`src/rtl/legv8_pkg.sv`:
```
// LEGv8 opcode patterns, ALU enable codes and shared types for the ALU issue stage.
package legv8_pkg;

   localparam int unsigned OPCODE_W = 11;
   localparam int unsigned XZR      = 31;

   localparam logic [3:0] ALU_AND  = 4'b0110;
   localparam logic [3:0] ALU_ORR  = 4'b0100;
   localparam logic [3:0] ALU_ADD  = 4'b0010;
   localparam logic [3:0] ALU_SUB  = 4'b1010;
   localparam logic [3:0] ALU_CBZ  = 4'b0111;
   localparam logic [3:0] ALU_CBNZ = 4'b0001;
   localparam logic [3:0] ALU_MOV  = 4'b1101;

   // Patterns are left-aligned; the matching care mask says how many leading bits count.
   localparam logic [10:0] OP_ADD  = 11'b10001011000;
   localparam logic [10:0] OP_SUB  = 11'b11001011000;
   localparam logic [10:0] OP_AND  = 11'b10001010000;
   localparam logic [10:0] OP_ORR  = 11'b10101010000;
   localparam logic [10:0] OP_LDUR = 11'b11111000010;
   localparam logic [10:0] OP_STUR = 11'b11111000000;
   localparam logic [10:0] OP_ADDI = 11'b10010001000;
   localparam logic [10:0] OP_SUBI = 11'b11010001000;
   localparam logic [10:0] OP_MOV  = 11'b11010010100;
   localparam logic [10:0] OP_CBZ  = 11'b10110100000;
   localparam logic [10:0] OP_CBNZ = 11'b10110101000;

   localparam logic [10:0] CARE_11 = 11'b11111111111;
   localparam logic [10:0] CARE_10 = 11'b11111111110;
   localparam logic [10:0] CARE_9  = 11'b11111111100;
   localparam logic [10:0] CARE_8  = 11'b11111111000;

   typedef struct packed {
      logic [3:0] enable;
      logic       illegal;
   } alu_ctrl_t;

   function automatic logic op_match(input logic [10:0] op, input logic [10:0] pat,
                                     input logic [10:0] care);
      return ((op ^ pat) & care) == 11'b0;
   endfunction

endpackage

```
`src/rtl/alu_ctrl_decode.sv`:
```
// Combinational LEGv8 opcode to ALU enable decode; longest pattern wins.
module alu_ctrl_decode
   import legv8_pkg::*;
(
   input  logic [10:0] opcode,
   output alu_ctrl_t   ctrl
);

   always_comb begin
      ctrl.enable  = ALU_ADD;
      ctrl.illegal = 1'b0;
      if (op_match(opcode, OP_ADD, CARE_11) || op_match(opcode, OP_LDUR, CARE_11) ||
          op_match(opcode, OP_STUR, CARE_11)) begin
         ctrl.enable = ALU_ADD;
      end else if (op_match(opcode, OP_SUB, CARE_11)) begin
         ctrl.enable = ALU_SUB;
      end else if (op_match(opcode, OP_AND, CARE_11)) begin
         ctrl.enable = ALU_AND;
      end else if (op_match(opcode, OP_ORR, CARE_11)) begin
         ctrl.enable = ALU_ORR;
      end else if (op_match(opcode, OP_ADDI, CARE_10)) begin
         ctrl.enable = ALU_ADD;
      end else if (op_match(opcode, OP_SUBI, CARE_10)) begin
         ctrl.enable = ALU_SUB;
      end else if (op_match(opcode, OP_MOV, CARE_9)) begin
         ctrl.enable = ALU_MOV;
      end else if (op_match(opcode, OP_CBZ, CARE_8)) begin
         ctrl.enable = ALU_CBZ;
      end else if (op_match(opcode, OP_CBNZ, CARE_8)) begin
         ctrl.enable = ALU_CBNZ;
      end else begin
         ctrl.enable  = ALU_ADD;
         ctrl.illegal = 1'b1;
      end
   end

endmodule

```
`src/rtl/alu_issue_stage.sv`:
```
// ID/EX pipeline register in front of the ALU: handshake, flush, opcode decode,
// operand forwarding and a saturating stall counter.
module alu_issue_stage
   import legv8_pkg::*;
#(
   parameter int unsigned DATA_W = 32,
   parameter int unsigned REG_AW = 5,
   parameter int unsigned CNT_W  = 16
) (
   input  logic              clk,
   input  logic              rst_n,
   input  logic              id_valid,
   output logic              id_ready,
   input  logic [10:0]       id_opcode,
   input  logic [DATA_W-1:0] id_rdata1,
   input  logic [DATA_W-1:0] id_rdata2,
   input  logic [DATA_W-1:0] id_imm,
   input  logic              id_alusrc,
   input  logic [REG_AW-1:0] id_rn,
   input  logic [REG_AW-1:0] id_rm,
   input  logic [REG_AW-1:0] id_rd,
   input  logic              id_regwrite,
   input  logic              flush,
   input  logic              ex_ready,
   input  logic              exmem_regwrite,
   input  logic [REG_AW-1:0] exmem_rd,
   input  logic [DATA_W-1:0] exmem_result,
   input  logic              memwb_regwrite,
   input  logic [REG_AW-1:0] memwb_rd,
   input  logic [DATA_W-1:0] memwb_result,
   output logic              ex_valid,
   output logic [DATA_W-1:0] alu_a,
   output logic [DATA_W-1:0] alu_b,
   output logic [3:0]        alu_enable,
   output logic [DATA_W-1:0] ex_store_data,
   output logic [REG_AW-1:0] ex_rd,
   output logic              ex_regwrite,
   output logic              ex_illegal,
   output logic [CNT_W-1:0]  stall_cnt
);

   alu_ctrl_t ctrl;

   logic              valid_q, valid_d;
   logic [3:0]        enable_q;
   logic              illegal_q;
   logic [DATA_W-1:0] rdata1_q, rdata2_q, imm_q;
   logic              alusrc_q;
   logic [REG_AW-1:0] rn_q, rm_q, rd_q;
   logic              regwrite_q;
   logic [CNT_W-1:0]  stall_q, stall_d;
   logic              capture;
   logic [DATA_W-1:0] fwd_rn, fwd_rm;

   alu_ctrl_decode u_decode (
      .opcode (id_opcode),
      .ctrl   (ctrl)
   );

   assign id_ready = !valid_q || ex_ready;
   assign capture  = id_valid && id_ready && !flush;

   always_comb begin
      valid_d = valid_q;
      if (flush) begin
         valid_d = 1'b0;
      end else if (capture) begin
         valid_d = 1'b1;
      end else if (ex_ready) begin
         valid_d = 1'b0;
      end
   end

   always_comb begin
      stall_d = stall_q;
      if (valid_q && !ex_ready && (stall_q != {CNT_W{1'b1}})) begin
         stall_d = stall_q + CNT_W'(1);
      end
   end

   always_ff @(posedge clk or negedge rst_n) begin
      if (!rst_n) begin
         valid_q    <= 1'b0;
         enable_q   <= ALU_ADD;
         illegal_q  <= 1'b0;
         rdata1_q   <= '0;
         rdata2_q   <= '0;
         imm_q      <= '0;
         alusrc_q   <= 1'b0;
         rn_q       <= '0;
         rm_q       <= '0;
         rd_q       <= '0;
         regwrite_q <= 1'b0;
         stall_q    <= '0;
      end else begin
         valid_q <= valid_d;
         stall_q <= stall_d;
         if (capture) begin
            enable_q   <= ctrl.enable;
            illegal_q  <= ctrl.illegal;
            rdata1_q   <= id_rdata1;
            rdata2_q   <= id_rdata2;
            imm_q      <= id_imm;
            alusrc_q   <= id_alusrc;
            rn_q       <= id_rn;
            rm_q       <= id_rm;
            rd_q       <= id_rd;
            regwrite_q <= id_regwrite;
         end
      end
   end

   // XZR is never a forwarding target, so a write "to" it must not leak onto operands.
   function automatic logic [DATA_W-1:0] fwd(input logic [REG_AW-1:0] src,
                                             input logic [DATA_W-1:0] regdata);
      if (exmem_regwrite && (exmem_rd == src) && (exmem_rd != REG_AW'(XZR))) begin
         return exmem_result;
      end else if (memwb_regwrite && (memwb_rd == src) && (memwb_rd != REG_AW'(XZR))) begin
         return memwb_result;
      end
      return regdata;
   endfunction

   always_comb begin
      fwd_rn = fwd(rn_q, rdata1_q);
      fwd_rm = fwd(rm_q, rdata2_q);
   end

   assign ex_valid      = valid_q;
   assign alu_a         = fwd_rn;
   assign alu_b         = alusrc_q ? imm_q : fwd_rm;
   assign alu_enable    = enable_q;
   assign ex_store_data = fwd_rm;
   assign ex_rd         = rd_q;
   assign ex_regwrite   = regwrite_q && valid_q;
   assign ex_illegal    = illegal_q;
   assign stall_cnt     = stall_q;

endmodule

```
`config.mk`:
```
export PLATFORM = sky130hd
export DESIGN_NAME = alu_issue_stage
export DESIGN_NICKNAME = d
export VERILOG_FILES = /design/src/rtl/legv8_pkg.sv /design/src/rtl/alu_ctrl_decode.sv /design/src/rtl/alu_issue_stage.sv
export SDC_FILE = /design/constraint.sdc
export NUM_CORES = 1
export LEC_CHECK = 0
export CORE_MARGIN = 1
export CORE_UTILIZATION = 35
export CTS_CLUSTER_DIAMETER = 200
export DETAILED_ROUTE_END_ITERATION = 6
export PLACE_DENSITY = 0.7
export SYNTH_ARGS = -nofsm -noshare
export SYNTH_HDL_FRONTEND = slang
export SYNTH_HIERARCHICAL = 1
export SYNTH_SLANG_ARGS = --single-unit
export TNS_END_PERCENT = 50
```
`constraint.sdc`:
```
create_clock -name clk -period 2.88 [get_ports clk]
set_clock_uncertainty 0.2 [all_clocks]
set_input_delay 0.576 -clock clk [delete_from_list [all_inputs] [get_ports clk]]
set_output_delay 0.576 -clock clk [all_outputs]
set_load 0.05 [all_outputs]
```
==> Flow_metrics.wiki <==
{| class="wikitable"
! Metric !! Value
|-
| Maximum vdd ir drop || between 0.6 and 0.7 mV
|-
| Critical Path AT || 2.42 ns
|-
| Count of buffers from port buffering || 329
|-
| Switching part of the total power || 38.82%
|-
| Count of flip-flops with a built-in enable after synthesis || 0
|-
| Routability cong. || a little under 0.9
|-
| Clock transition at the registers of the reported paths || 0.06 ns
|-
| Top Ports || 330
|-
| Min Clock Period, post-route || about 3.2 ns
|-
| Power density cells || 648.4 mW/mm²
|-
| Post-placement cell count || 1361
|-
| Final-report hold violation count || 0
|-
| Worst skew pair latency || 0.42 ns
|-
| Leading register cell type out of synthesis || dfrtp_1
|-
| Hold Crit Class || reg2reg
|-
| Drt total wl || 28670 µm
|-
| Number of max-cap violations || 0
|-
| Internal cell power || a little under 6 mW
|-
| Req. time, crit path || about 2.1 ns
|-
| Post-layout instance area || 0.01473 mm²
|-
| CTS tree || done
|-
| Sequential fraction of the synthesis area || 44.29%
|-
| Area growth syn-to-layout || 93.11%
|-
| Cell Chain, Critical Path || xor2_1 -> nor3_2 -> nand4_4 -> buf_12 -> buf_12 -> mux2i_4 -> a221oi_4 -> buf_12
|-
| Post-detailed-placement half-perimeter wirelength || 19810 µm
|-
| Final setup slack of the worst path || -0.3195 ns
|-
| Transition time of the tightest slew-check pin || 0.5181 ns
|-
| Endpoint kind of the worst setup timing path || output pin
|-
| Fin Setup TNS || -20.12 ns
|-
| Highest routed layer || met4
|-
| Fraction of power consumed by combinational cells || 50.5%
|-
| Remaining design rule violation count || 0
|-
| Area of the core region || 0.02122 mm²
|-
| Setup WS pre-CTS || -0.5090 ns
|-
| Most prevalent standard cell on the critical path || buf_12
|-
| Result of the run || complete, but fails checks
|-
| Final layout net count || 1335
|-
| Post-synth ARST share || 100.0%
|-
| Clk buf depth || 2
|-
| Total CTS buffers || 17
|-
| Die Span Y || about 150 µm
|-
| Largest incremental delay on the critical path || 0.43 ns
|-
| Synthesized area per cell || 10.20 µm²
|-
| Total standard cell area after synthesis || 0.007630 mm²
|-
| Drt initial violations || 287
|-
| Highest-delay cell along the critical path || dfrtp_1
|-
| Worst setup path class || reg2out
|-
| Total Die Area || 0.02239 mm²
|-
| Post-synthesis cell count || 748
|-
| Leakage || 5.920 nW
|-
| Floorplan row count || 53
|-
| Initial cell density of the core || 35.96%
|-
| Largest net degree at the start of global routing || 54
|-
| Share of the clock period used by the worst path after layout || 111.1%
|-
| Detailed Routing Iterations Pass 1 || 4
|-
| Vias in the first global route || 7602
|-
| Total placed instance area || 0.01282 mm²
|-
| Part of the total power dissipated in the clock network || 23.8%
|-
| Maximum clock rate || 0.3126 GHz
|-
| Number of antenna violations at the first check in global routing || 1
|-
| Post-route insts no fill || between 1000 and 1500
|-
| Psw || between 3 and 4 mW
|-
| Die width || 149.6 µm
|-
| Worst-case headroom to the max-slew limit || 65.35%
|-
| Number of distinct library cell variants in the gate-level netlist after synthesis || 53
|-
| Detailed-route wire length on metal 1 || 11830 µm
|-
| Violated checks || setup timing
|-
| Number of H-tree levels || 4
|-
| Via/cell ratio || 5.190
|-
| Proportion of layout cells with a drive suffix above 1 || 42.99%
|-
| Count of warnings emitted by yosys || 6
|-
| Kind of launch point of the worst setup path || register
|-
| Setup repair after global routing missed its margin || yes
|-
| Detailed-routed wire length on met2 || approximately 14000 µm
|-
| Highest fanout seen on the critical path || 8
|-
| Post-synth net total || 954
|-
| Register bit count reported by yosys || 135
|-
| Antenna-violating nets left || 0
|-
| GR Overflow Total || 0
|-
| Met3 wire len || 1838 µm
|-
| Via count || 7359
|-
| Clk sinks || 135
|-
| Global-route wire length before repair || roughly 43000 µm
|-
| Register share of total power || 25.7%
|-
| Max Transition Viols Final || 0
|-
| Global router's overall resource usage || approximately 25%
|-
| WL/cell || 20.22 µm
|-
| Finish-stage setup viols || between 90 and 100
|-
| Buffer cell driving the clock tree root || clkbuf_16
|}
==> synthesized netlist by cell type (all sizes together) (3+ instances only) <==
cell type  count  area (µm²)
and3           3       23.77
inv           38       142.6
nand3         10       60.06
clkbuf        17       63.81
nor3          42       225.2
nor4b          4       41.29
nand2         77       289.0
xnor2         15       131.4
xor2          18       157.7
mux2          89        1006
nand4          5       46.29
nor2          38       142.6
dfrtp        134        3353
o21ai         65       325.3
buf           34       237.7
nand2b         4       25.02
mux2i         64       653.1
a221oi        32       286.5
a21oi         33       165.2
==> critical path: cells and delay by family, from the launching register on <==
family	cells	cell delay (ns)
buffers and inverters	3	0.51
flip-flops	1	0.43
AND/OR/NAND/NOR	2	0.36
AO/OA/AOI/OAI	1	0.30
multiplexers	1	0.20
XOR/XNOR	1	0.18
==> sequential cells by signal, indices dropped and copies added, names as in the netlist <==
name and count:
ex_illegal 1, imm_q 32, ex_valid 1, alu_enable 4
stall_cnt 16, ex_rd 5, regwrite_q 1, rdata1_q 32
rm_q 5, rn_q 5, rdata2_q 32, alusrc_q 1
==> per-layer routing <==
metal / GRT usage, % / vias to the layer above
met5: 0 / -
met4: 9.694 / 0
li1: - / 3447
met1: 31.58 / 3639
met3: 6.372 / 44
met2: 42.01 / 229
==> placed cells by master, fill, tap and decap left out, types with 23 or more instances in the layout <==
master / Yosys / final
buf_6: 4 / 27
nor3_2: 3 / 30
buf_4: 5 / 53
mux2i_1: 63 / 23
a221oi_4: 0 / 30
mux2_2: 88 / 88
buf_12: 0 / 87
inv_1: 38 / 38
clkdlybuf4s50_1: 0 / 220
nor2_1: 38 / 24
o21ai_2: 0 / 27
dfrtp_1: 134 / 133
o21ai_0: 35 / 33
nand2_1: 77 / 74
==> area by class of cell <==
cell class              instances  area [µm²]
well taps                     275       344.1
clock buffers                  19       432.9
inverters                      38       142.6
clock inverters                13       170.2
diodes                          1       2.502
multi-input cells             524        5179
fillers                      1556        6486
repair buffers                413        5080
flip-flops and latches        135        3383
==> per-stage QoR <==
stage | util [%] | hold WS (ns) | power (mW)
after global routing | 69.42 | 0.3213 | 9.919
final | 69.43 | 0.2973 | 9.553
after CTS | 66.96 | 0.3006 | 9.461
after global placement | 60.41 | 0.2815 | 6.905
after detailed placement | 60.41 | 0.2862 | 6.954
after floorplan | - | 0.08041 | 4.895
==> repair_timing <==
item                       CTS  global route
hold buffers                 1             0
pin swaps                   19            27
gates cloned                 6             4
hold endpoints to repair    41             0
buffers inserted            13             4
gates resized for setup    128            94
setup endpoints to repair   96            96
==> kinds of logic (layout without fill, tap and decap cells) <==
family	count (synthesis)	count (layout)	share of synthesized area [%]
buffers and inverters	89	483	5.822
multiplexers	153	153	21.74
adder cells (fa/ha/maj)	1	1	0.1640
AO/OA/AOI/OAI	140	140	11.23
AND/OR/NAND/NOR	197	197	12.96
XOR/XNOR	33	33	3.788
other	0	1	0
flip-flops	135	135	44.29
==> power groups by stage <==
| stage | logic [mW] | registers (mW) | clock network (mW) |
|---|---|---|---|
| after floorplan | 2.36 | 2.53 | 0 |
| after global placement | 4.47 | 2.44 | 0 |
| after detailed placement | 4.50 | 2.45 | 0 |
| after CTS | 4.71 | 2.44 | 2.32 |
| after global routing | 5.02 | 2.49 | 2.40 |
| final | 4.83 | 2.46 | 2.27 |
==> worst paths after layout <==
kind	startpoint	end	slack, ns	depth (start not counted)
setup reg to reg	stall_cnt[0]	stall_cnt[1]	0.84	5
setup / recovery	rm_q[3]	alu_b[2]	-0.32	8
hold reg to reg	stall_cnt[6]	stall_cnt[6]	0.30	1
min in group asynchronous	rst_n	rm_q[2]	0.44	2
max in group asynchronous	rst_n	imm_q[0]	1.30	3
hold / removal	stall_cnt[6]	stall_cnt[6]	0.30	1
Power figures use the tool's default switching activity.
